`src/rtl/pulse_timer_pkg.sv`:
```
// Shared timer definitions: FSM states and the mode encoding seen on the mode input.
package pulse_timer_pkg;

  typedef enum logic {
    IDLE = 1'b0,
    RUN  = 1'b1
  } state_e;

  typedef enum logic {
    PERIODIC = 1'b0,
    ONESHOT  = 1'b1
  } mode_e;

endpackage

```
`src/rtl/pulse_timer_if.sv`:
```
// Control/status bundle of the pulse timer; master drives controls, slave is the timer.
interface pulse_timer_if #(
  parameter int WIDTH = 8
);
  import pulse_timer_pkg::*;

  logic             en;
  logic             mode;
  logic             start;
  logic             stop;
  logic [WIDTH-1:0] load;
  logic             load_we;
  logic             pulse;
  logic [WIDTH-1:0] count;
  logic             busy;

  modport master (
    output en, mode, start, stop, load, load_we,
    input  pulse, count, busy
  );

  modport slave (
    input  en, mode, start, stop, load, load_we,
    output pulse, count, busy
  );

endinterface

```
`src/rtl/pt_downcounter.sv`:
```
// Loadable WIDTH-bit down-counter that saturates at zero and flags the zero value.
module pt_downcounter #(
  parameter int WIDTH = 8
) (
  input  logic             clk,
  input  logic             rst,
  input  logic             ld,
  input  logic [WIDTH-1:0] ld_val,
  input  logic             dec,
  output logic [WIDTH-1:0] count,
  output logic             zero
);

  logic [WIDTH-1:0] count_r;
  logic             zero_s;

  assign zero_s = (count_r == {WIDTH{1'b0}});

  // Counter register: load wins over decrement, decrement stops at zero
  always_ff @(posedge clk or posedge rst) begin
    if (rst) begin
      count_r <= {WIDTH{1'b0}};
    end else if (ld) begin
      count_r <= ld_val;
    end else if (dec && !zero_s) begin
      count_r <= count_r - {{(WIDTH-1){1'b0}}, 1'b1};
    end else begin
      count_r <= count_r;
    end
  end

  assign count = count_r;
  assign zero  = zero_s;

endmodule

```
`src/rtl/pulse_timer.sv`:
```
// Programmable periodic / one-shot pulse timer: IDLE/RUN FSM, period register and
// registered expiry pulse around a saturating down-counter.
module pulse_timer #(
  parameter int WIDTH        = 8,
  parameter int RESET_PERIOD = 4
) (
  input  logic           clk,
  input  logic           rst,
  pulse_timer_if.slave   bus
);
  import pulse_timer_pkg::*;

  localparam logic [WIDTH-1:0] RST_PER = WIDTH'(RESET_PERIOD);

  state_e           state_r;
  logic             pulse_r;
  logic             busy_r;
  logic [WIDTH-1:0] per_r;
  logic [WIDTH-1:0] count_s;
  logic             zero_s;
  logic             periodic_s;
  logic             launch_s;
  logic             tick_s;
  logic             expire_s;
  logic             ld_s;
  logic             dec_s;
  logic [WIDTH-1:0] ld_val_s;

  // Event decode shared by the FSM and the counter controls
  always_comb begin
    periodic_s = (mode_e'(bus.mode) == PERIODIC);
    launch_s   = 1'b0;
    tick_s     = 1'b0;
    if (state_r == IDLE) begin
      launch_s = !bus.stop && (bus.start || (periodic_s && bus.en));
    end else begin
      tick_s = !bus.stop && bus.en;
    end
    expire_s = tick_s && zero_s;
    ld_s     = launch_s || (expire_s && periodic_s);
    dec_s    = tick_s && !zero_s;
    // A write on a (re)load edge bypasses the not-yet-updated period register
    if (bus.load_we) begin
      ld_val_s = bus.load;
    end else begin
      ld_val_s = per_r;
    end
  end

  // Period register, writable in any state
  always_ff @(posedge clk or posedge rst) begin
    if (rst) begin
      per_r <= RST_PER;
    end else if (bus.load_we) begin
      per_r <= bus.load;
    end else begin
      per_r <= per_r;
    end
  end

  // FSM with registered pulse and busy; stop overrides every other event
  always_ff @(posedge clk or posedge rst) begin
    if (rst) begin
      state_r <= IDLE;
      pulse_r <= 1'b0;
      busy_r  <= 1'b0;
    end else begin
      case (state_r)
        IDLE: begin
          pulse_r <= 1'b0;
          if (launch_s) begin
            state_r <= RUN;
            busy_r  <= 1'b1;
          end else begin
            state_r <= IDLE;
            busy_r  <= 1'b0;
          end
        end
        RUN: begin
          if (bus.stop) begin
            state_r <= IDLE;
            pulse_r <= 1'b0;
            busy_r  <= 1'b0;
          end else if (expire_s) begin
            pulse_r <= 1'b1;
            if (periodic_s) begin
              state_r <= RUN;
              busy_r  <= 1'b1;
            end else begin
              state_r <= IDLE;
              busy_r  <= 1'b0;
            end
          end else begin
            state_r <= RUN;
            pulse_r <= 1'b0;
            busy_r  <= 1'b1;
          end
        end
        default: begin
          state_r <= IDLE;
          pulse_r <= 1'b0;
          busy_r  <= 1'b0;
        end
      endcase
    end
  end

  pt_downcounter #(
    .WIDTH (WIDTH)
  ) u_cnt (
    .clk    (clk),
    .rst    (rst),
    .ld     (ld_s),
    .ld_val (ld_val_s),
    .dec    (dec_s),
    .count  (count_s),
    .zero   (zero_s)
  );

  assign bus.pulse = pulse_r;
  assign bus.count = count_s;
  assign bus.busy  = busy_r;

endmodule

```
`src/flat_wrapper.sv`:
```
// flat-port wrapper written by rule: the top's interface ports become plain ports
module pulse_timer_flat import pulse_timer_pkg::*;
#(
  parameter int WIDTH        = 8,
  parameter int RESET_PERIOD = 4
)
  (clk, rst, bus_en, bus_mode, bus_start, bus_stop, bus_load, bus_load_we, bus_pulse, bus_count, bus_busy);
  pulse_timer_if #(.WIDTH(WIDTH)) bus_i ();
  input  logic clk;
  input  logic rst;
  input wire logic [$bits(bus_i.en)-1:0] bus_en;
  input wire logic [$bits(bus_i.mode)-1:0] bus_mode;
  input wire logic [$bits(bus_i.start)-1:0] bus_start;
  input wire logic [$bits(bus_i.stop)-1:0] bus_stop;
  input wire logic [$bits(bus_i.load)-1:0] bus_load;
  input wire logic [$bits(bus_i.load_we)-1:0] bus_load_we;
  output wire logic [$bits(bus_i.pulse)-1:0] bus_pulse;
  output wire logic [$bits(bus_i.count)-1:0] bus_count;
  output wire logic [$bits(bus_i.busy)-1:0] bus_busy;
  assign bus_i.en = bus_en;
  assign bus_i.mode = bus_mode;
  assign bus_i.start = bus_start;
  assign bus_i.stop = bus_stop;
  assign bus_i.load = bus_load;
  assign bus_i.load_we = bus_load_we;
  assign bus_pulse = bus_i.pulse;
  assign bus_count = bus_i.count;
  assign bus_busy = bus_i.busy;
  pulse_timer #(.WIDTH(WIDTH), .RESET_PERIOD(RESET_PERIOD)) u_core (.clk(clk), .rst(rst), .bus(bus_i));
endmodule
```
`config.mk`:
```
export PLATFORM = sky130hd
export DESIGN_NAME = pulse_timer_flat
export DESIGN_NICKNAME = d
export VERILOG_FILES = /design/src/rtl/pulse_timer_pkg.sv /design/src/rtl/pulse_timer_if.sv /design/src/rtl/pt_downcounter.sv /design/src/rtl/pulse_timer.sv /design/src/flat_wrapper.sv
export SDC_FILE = /design/constraint.sdc
export NUM_CORES = 1
export LEC_CHECK = 0
export BUFFER_PORTS_ARGS = -buffer_cell sky130_fd_sc_hd__buf_4
export CORE_MARGIN = 1
export CORE_UTILIZATION = 50
export DETAILED_ROUTE_END_ITERATION = 12
export HOLD_SLACK_MARGIN = 0.06
export PLACE_DENSITY = 0.83
export SYNTH_ARGS = -nofsm -noshare
export SYNTH_HDL_FRONTEND = slang
export SYNTH_SLANG_ARGS = --single-unit
```
`constraint.sdc`:
```
create_clock -name clk -period 2.2 [get_ports clk]
set_input_delay 0.33 -clock clk [delete_from_list [all_inputs] [get_ports clk]]
set_output_delay 0.33 -clock clk [all_outputs]
set_load 0.03 [all_outputs]
```
==> flow_summary.json, run 1 <==
{
  "layout_setup_ws_ns": 0.1879,
  "r2r_cells": 6,
  "post-cts-setup-buffers": 0,
  "whs_ns": 0.1307,
  "synth_flop_cell": "dfrtp_1",
  "ys_seq_area_share_pct": 45.58,
  "num_vias": 754,
  "viasPerCell": 5.424,
  "final_nets": 132,
  "powerDensity_nw_per_um2": 888.5,
  "vdd_drop_max_v": 0.0005443,
  "place_area_um2": 1199,
  "antennaDiodeCount": 0,
  "power.total_mw": 1.097,
  "io_buffer_count": 24,
  "die_w_um": 46.52,
  "cts_max_path_buffers": 2,
  "area_delta_synth_final_pct": 24.62,
  "io_pins": 25,
  "r2r_end": "u_core.u_cnt.count[0]",
  "maxCapViolCount": 0,
  "clk_pin_slew_ns": 0.10,
  "row_count": 15,
  "finClkSkew_ns": 0.003959,
  "hold_viol_final": 0,
  "die_area_um2": 2164,
  "h-tree-depth": 1,
  "drt_pre_antenna_iters": 4,
  "worstSetupPathType": "flop to flop",
  "holdCritPathClass": "input port to async pin",
  "synth-edff-count": 0,
  "drt-met1-wl_um": 876,
  "drt_iter0_drc": 11,
  "cts.sinks": 18,
  "routed_wl_um": 1891,
  "fin_tns_setup_ns": 0,
  "grt_max_degree": 19,
  "wl_met3_um": 67,
  "ctsHoldBuffers": 0,
  "cts_buffers": 3,
  "routed.top_layer": "met4",
  "drive_above_1_share_pct": 41.23,
  "stdcell_count": 139,
  "status": "finished, final reports clean",
  "worstPathRequired_ns": 2.38,
  "final_core_util_pct": 69.26,
  "max_freq_mhz": 497.0,
  "antenna_found_initial": 0,
  "final_common_cell": "buf_4",
  "wl_per_cell_um": 13.60,
  "synth_cell_types": 35,
  "yosysWarnings": 0,
  "drc": 0,
  "grt_pass1_wl_um": 3098,
  "end_kind": "flop",
  "grt_pass1_vias": 746,
  "fin_crit_sh_pct": 91.46,
  "start_kind": "flop",
  "drtAntennaViolNets": 0,
  "place_ws_ns": 0.2086,
  "synth_cells": 87,
  "setup_violations": 0,
  "syn_avg_cell_area_um2": 11.39,
  "post-dp-hpwl_um": 1496,
  "tritoncts": "yes",
  "finalInstanceArea_um2": 1235,
  "p_leak_nw": 0.5888,
  "arrival_ns": 2.19,
  "fin_crit_ns": 2.012,
  "root_buffer": "clkbuf_4",
  "core_area_um2": 1783,
  "cts_resized": 0,
  "worst_slew_pin_slew_ns": 0.6650,
  "grt-ovfl-total": 0,
  "rrSetupSlack_ns": 0.19,
  "final_cell_mix": "24 x buf_4, 17 x dfrtp_1, 11 x mux2_2",
  "die_h_um": 46.52,
  "clkLatencyLatePin_ns": 0.29,
  "slew_violations": 0,
  "gp_routability_congestion": 0.8116,
  "syn_nets": 104,
  "dp.cells": 135,
  "critPathMaxFanout": 7,
  "track_usage_pct": 20.65,
  "postSynth.asyncResetShare_pct": 100.0,
  "start_util_pct": 55.58,
  "rsz0062_at_grt": "no",
  "r2r-start": "u_core.u_cnt.count[0]",
  "ys_seq_elements": 18,
  "mappedNetlistArea_um2": 991.0,
  "wl_met2_um": 933,
  "timing.slew.headroom_pct": 55.62
}
worst max path at each step:
| stage | startpoint | to | slack, ns |
|---|---|---|---|
| 2_1_floorplan | u_core.u_cnt.count[0] | u_core.u_cnt.count[4] | 0.24 |
| 3_3_place_gp | u_core.u_cnt.count[0] | u_core.u_cnt.count[0] | 0.26 |
| 3_5_place_dp | u_core.u_cnt.count[0] | u_core.u_cnt.count[0] | 0.21 |
| 4_1_cts | u_core.u_cnt.count[0] | u_core.u_cnt.count[0] | 0.19 |
| 5_1_grt | u_core.u_cnt.count[0] | u_core.u_cnt.count[4] | 0.05 |
| 6_report | u_core.u_cnt.count[0] | u_core.u_cnt.count[0] | 0.19 |
where the power goes:
part	leakage (nW)	internal [mW]	switching [mW]
Clock	0.0210	0.101	0.101
Sequential	0.213	0.393	0.0733
Combinational	0.355	0.188	0.242
Total	0.589	0.681	0.416
state kept, by name (all words and copies together), names as in the netlist:
register,flops
u_core.u_cnt.count,8
u_core.state_r,1
u_core.bus.pulse,1
u_core.per_r,8
cell families (layout without fill, tap and decap cells):
kind of cell / after synthesis / after routing / share of synthesized area (%)
compound gates: 19 / 19 / 12.37
xor+xnor: 3 / 3 / 2.652
fa+ha+maj: 2 / 2 / 2.525
buf+inv: 7 / 34 / 2.651
flops: 18 / 18 / 45.58
mux: 13 / 13 / 14.52
simple gates: 25 / 25 / 19.70
layer usage:
metal	track usage [%]	vias up
li1	-	372
met1	24.34	365
met2	35.56	15
met3	3.922	2
met4	9.412	0
met5	0	-
cell usage after synthesis, types with 2 or more instances:
| master | number | area share (%) |
|---|---|---|
| dfrtp_1 | 17 | 43 |
| mux2_2 | 11 | 13 |
| nor2_1 | 8 | 3.0 |
| inv_1 | 6 | 2.3 |
| o21ai_0 | 4 | 2.0 |
| a21oi_1 | 3 | 1.5 |
| a31oi_1 | 3 | 1.9 |
| a211oi_1 | 2 | 1.5 |
| ha_1 | 2 | 2.5 |
| mux2i_1 | 2 | 2.0 |
| nand3_1 | 2 | 1.0 |
| o311ai_1 | 2 | 1.8 |
| o31ai_1 | 2 | 1.5 |
| xor2_1 | 2 | 1.8 |
critical path, stage by stage, from the launching register on:
cell and delay (ns):
dfrtp_1 0.42, inv_1 0.12, ha_1 0.20, nor4b_4 0.46, nand4b_4 0.22, nand2_4 0.15
mux2_2 0.34
area by class of cell:
cell class	count	area (µm²)
fill	139	548.0
tap	25	31.28
inverter	6	22.52
timing repair buffer	24	180.2
multi-input combinational	62	513.0
clock buffer	4	36.28
sequential	18	451.7
No activity file was read; power rests on OpenSTA's default activity.
==> inputs of run 2 (changes only) <==
--- a/config.mk
+++ b/config.mk
@@ -7,10 +7,11 @@
 export LEC_CHECK = 0
 export BUFFER_PORTS_ARGS = -buffer_cell sky130_fd_sc_hd__buf_4
 export CORE_MARGIN = 1
-export CORE_UTILIZATION = 50
+export CORE_UTILIZATION = 25
 export DETAILED_ROUTE_END_ITERATION = 12
 export HOLD_SLACK_MARGIN = 0.06
-export PLACE_DENSITY = 0.83
+export PLACE_DENSITY = 0.51
+export RECOVER_POWER = 25
 export SYNTH_ARGS = -nofsm -noshare
 export SYNTH_HDL_FRONTEND = slang
 export SYNTH_SLANG_ARGS = --single-unit
==> run 2 against run 1 <==
Cell count grew 17%. Die area grew 95%. Sequential power grew 1%. Routed wire length grew 12%. Sequential cell count is the same. Worst hold slack gained 0.043 ns. Worst setup slack gained 0.017 ns. Power grew 3.5%. Critical endpoint is now u_core.u_cnt.count[3]. Largest cell class unchanged.
==> flow_summary.json, run 2 (synthesis gave the netlist of run 1 again) <==
{
  "final_cell_mix": "23 x buf_4, 17 x dfrtp_1, 10 x mux2_2",
  "viasPerCell": 4.747,
  "clk_pin_slew_ns": 0.07,
  "r2r_end": "u_core.u_cnt.count[3]",
  "start_util_pct": 26.47,
  "cts_max_path_buffers": 2,
  "p_leak_nw": 0.5905,
  "critPathTopFamily": "simple AND/OR/NAND/NOR gates",
  "final_core_util_pct": 33.99,
  "antennaDiodeCount": 0,
  "path_buf_inv": 1,
  "drive_above_1_share_pct": 39.47,
  "gp_routability_congestion": 0.8547,
  "fin_crit_ns": 1.995,
  "cp_slowest_stage_delay_ns": 0.44,
  "vdd_drop_max_v": 0.0003072,
  "final_nets": 132,
  "rsz0062_at_grt": "no",
  "drt_iter0_drc": 26,
  "wl_per_cell_um": 13.10,
  "r2r-start": "u_core.u_cnt.count[0]",
  "final_common_cell": "buf_4",
  "layout_setup_ws_ns": 0.2053,
  "row_count": 22,
  "stdcell_count": 162,
  "worstPathRequired_ns": 2.34,
  "power.total_mw": 1.136,
  "grt-ovfl-total": 0,
  "worst_slew_pin_slew_ns": 0.6725,
  "place_ws_ns": 0.2360,
  "io_pins": 25,
  "post-dp-hpwl_um": 1690,
  "multi_input_area_um2": 513.0,
  "drtAntennaViolNets": 0,
  "drt_pre_antenna_iters": 2,
  "finalInstanceArea_um2": 1272,
  "r2r_cells": 6,
  "antenna_found_initial": 0,
  "h-tree-depth": 1,
  "die_w_um": 64.96,
  "max_freq_mhz": 501.3,
  "post-cts-setup-buffers": 0,
  "slew_violations": 0,
  "die_h_um": 64.96,
  "root_buffer": "clkbuf_8",
  "die_area_um2": 4220,
  "io_buffer_count": 24,
  "grt_pass1_wl_um": 3629,
  "holdCritPathClass": "input port to async pin",
  "area_delta_synth_final_pct": 28.41,
  "cts.sinks": 18,
  "setup_violations": 0,
  "routed_wl_um": 2122,
  "whs_ns": 0.1737,
  "timing.slew.headroom_pct": 55.12,
  "fin_crit_sh_pct": 90.67,
  "start_kind": "flop",
  "rrSetupSlack_ns": 0.21,
  "arrival_ns": 2.13,
  "startpoint": "u_core.u_cnt.count[0]",
  "worstSetupPathType": "flop to flop",
  "core_area_um2": 3744,
  "ctsHoldBuffers": 0,
  "finClkSkew_ns": 0.005705,
  "cts_buffers": 3,
  "status": "finished, final reports clean",
  "track_usage_pct": 11.66,
  "maxCapViolCount": 0,
  "regArea_um2": 451.7,
  "grt_pass1_vias": 752,
  "dp.cells": 158,
  "path_cells": "inv_1 -> ha_1 -> nor4b_4 -> nand4b_4 -> nand2_4 -> mux2_2",
  "place_area_um2": 1227,
  "nFillCells": 411,
  "critPathMaxFanout": 7,
  "fin_tns_setup_ns": 0,
  "tritoncts": "yes",
  "num_vias": 769,
  "cp_slowest_cell": "nor4b_4",
  "hold_viol_final": 0,
  "powerDensity_nw_per_um2": 892.6,
  "end_kind": "flop",
  "grt_max_degree": 19,
  "clkLatencyLatePin_ns": 0.25,
  "drc": 0,
  "cts_resized": 0
}
==> run 2: changes by cell type in the layout (fill, tap and decap cells not counted) <==
cell,before,now
clkbuf_4,3,1
clkbuf_8,1,3
buf_4,24,23
clkbuf_1,0,1
mux2_1,0,1
mux2_2,11,10
==> run 2: final cells by class <==
| class | instances | share of cell area [%] |
|---|---|---|
| Sequential cell | 18 | 35.50 |
| Timing Repair Buffer | 24 | 14.16 |
| Inverter | 6 | 1.770 |
| Multi-Input combinational cell | 62 | 40.31 |
| Tap cell | 48 | 4.720 |
| Clock buffer | 4 | 3.540 |
==> run 2: worst max path at each step <==
stage / cells after the start / endpoint / slack, ns
after global placement: 6 / u_core.u_cnt.count[4] / 0.27
final: 6 / u_core.u_cnt.count[3] / 0.21
after floorplan: 6 / u_core.u_cnt.count[4] / 0.24
after detailed placement: 6 / u_core.u_cnt.count[3] / 0.24
after CTS: 6 / u_core.u_cnt.count[3] / 0.20
after global routing: 6 / u_core.u_cnt.count[3] / 0.05
==> run 2: per-layer routing <==
metal,share of wire [%],routed length (µm),track usage [%],vias up
li1,-,-,-,374
met1,48,1015,15.48,376
met2,46,972,18.10,17
met3,5.7,120,4.577,2
met4,0.61,13,1.667,0
met5,0,0,0,-
==> run 2: where the power goes <==
| part | leakage (nW) | switching (mW) | total [mW] | internal (mW) |
|---|---|---|---|---|
| Combinational | 0.355 | 0.242 | 0.427 | 0.186 |
| Clock | 0.0228 | 0.109 | 0.238 | 0.129 |
| Sequential | 0.213 | 0.0769 | 0.471 | 0.394 |
==> inputs of run 3 (changes only) <==
--- a/config.mk
+++ b/config.mk
@@ -7,10 +7,10 @@
 export LEC_CHECK = 0
 export BUFFER_PORTS_ARGS = -buffer_cell sky130_fd_sc_hd__buf_4
 export CORE_MARGIN = 1
-export CORE_UTILIZATION = 25
+export CORE_UTILIZATION = 45
 export DETAILED_ROUTE_END_ITERATION = 12
 export HOLD_SLACK_MARGIN = 0.06
-export PLACE_DENSITY = 0.51
+export PLACE_DENSITY = 0.76
 export RECOVER_POWER = 25
 export SYNTH_ARGS = -nofsm -noshare
 export SYNTH_HDL_FRONTEND = slang
==> run 3 against run 2 <==
Sequential power is 0.8% lower. Worst setup slack improved by 0.063 ns. Clock power decreased by 30%. Sequential share of layout area increased by 1.3 points. Sequential cell count is the same. First-iteration DRC count down 58%. Clock-buffer cell count unchanged. Routed wire length decreased by 14%. Combinational power about the same. Highest routed layer unchanged. Clock skew rose by 0.0028 ns. Register-to-register slack improved by 0.06 ns. Core utilization up 27 points.
==> flow_summary.json, run 3 (synthesis gave the netlist of run 1 again) <==
{
  "post-cts-setup-buffers": 0,
  "die_w_um": 48.93,
  "p_leak_nw": 0.5826,
  "die_area_um2": 2394,
  "h-tree-depth": 1,
  "drt_pre_antenna_iters": 4,
  "clkLatencyLatePin_ns": 0.29,
  "track_usage_pct": 16.41,
  "start_kind": "flop",
  "worstPathRequired_ns": 2.38,
  "io_pins": 25,
  "r2r-start": "u_core.u_cnt.count[0]",
  "antenna_found_initial": 0,
  "end_kind": "flop",
  "root_buffer": "clkbuf_4",
  "row_count": 16,
  "drtAntennaViolNets": 0,
  "final_core_util_pct": 60.71,
  "wl_per_cell_um": 12.94,
  "core_area_um2": 2022,
  "powerDensity_nw_per_um2": 864.0,
  "multi_input_area_um2": 513.0,
  "maxCapViolCount": 0,
  "grt_max_degree": 19,
  "cts.sinks": 18,
  "grt_pass1_wl_um": 2967,
  "nFillCells": 160,
  "drive_above_1_share_pct": 40.35,
  "finClkSkew_ns": 0.008538,
  "worstSetupPathType": "flop to flop",
  "setup_violations": 0,
  "gp_routability_congestion": 0.8320,
  "clk_pin_slew_ns": 0.10,
  "cts_buffers": 3,
  "start_util_pct": 49.01,
  "fin_tns_setup_ns": 0,
  "cts_resized": 0,
  "num_vias": 734,
  "power.total_mw": 1.060,
  "antennaDiodeCount": 0,
  "cts_max_path_buffers": 2,
  "startpoint": "u_core.u_cnt.count[0]",
  "grt_pass1_vias": 649,
  "die_h_um": 48.93,
  "drc": 0,
  "drt_iter0_drc": 11,
  "arrival_ns": 2.11,
  "routed_wl_um": 1824,
  "max_freq_mhz": 517.6,
  "viasPerCell": 5.206,
  "final_cell_mix": "23 x buf_4, 17 x dfrtp_1, 11 x mux2_2",
  "area_delta_synth_final_pct": 23.86,
  "slew_violations": 0,
  "timing.slew.headroom_pct": 55.58,
  "critPathMaxFanout": 7,
  "fin_crit_sh_pct": 87.82,
  "io_buffer_count": 24,
  "hold_viol_final": 0,
  "post-dp-hpwl_um": 1411,
  "final_common_cell": "buf_4",
  "holdCritPathClass": "input port to async pin",
  "ctsHoldBuffers": 0,
  "fin_crit_ns": 1.932,
  "regArea_um2": 451.7,
  "worst_slew_pin_slew_ns": 0.6656,
  "grt-ovfl-total": 0,
  "final_nets": 132,
  "tritoncts": "yes",
  "vdd_drop_max_v": 0.0005715,
  "rsz0062_at_grt": "no",
  "status": "finished, final reports clean"
}
[run 3: final timing paths]
check,endpoint,slack (ns),depth (start not counted)
min,u_core.u_cnt.count[7],0.13,2
max reg2reg,u_core.u_cnt.count[0],0.27,6
max,u_core.u_cnt.count[0],0.27,6
min in group clk,u_core.per_r[4],0.28,2
min reg2reg,u_core.per_r[6],0.50,1
max in group asynchronous,u_core.per_r[3],1.64,2
[run 3: layer usage]
layer	track usage [%]	up-vias	share of wire, %
met5	0	-	0
met4	3.922	0	0.55
met3	6.231	2	6.4
met2	24.77	23	45
met1	22.13	335	48
li1	-	374	-
[run 3: report_power, final]
part           switching (mW)  total [mW]  internal [mW]
logic                   0.239       0.426          0.186
clock network          0.0969       0.167         0.0705
registers              0.0744       0.467          0.393
[run 3: area by class of cell]
cell class	instances	share of cell area (%)
Timing Repair Buffer	24	14.68
Tap cell	27	2.752
Multi-Input combinational cell	62	41.79
Inverter	6	1.835
Clock buffer	4	2.141
Sequential cell	18	36.80
[run 3: critical path, cell delays in order, from the launching register on]
cell	delay [ns]
dfrtp_1	0.41
inv_1	0.12
ha_1	0.19
nor4b_4	0.42
nand4b_4	0.20
nand2_4	0.15
mux2_2	0.34
[run 3: metrics by stage]
stage	setup WS, ns	hold slack [ns]	instance area, µm²	instances
after global placement	0.3020	0.4576	1201	137
final	0.2681	0.1287	1227	141
after detailed placement	0.2717	0.4669	1201	137
after floorplan	0.2440	0.2678	991.0	87
after CTS	0.2511	0.1430	1227	141
after global routing	0.08289	0.1886	1227	141
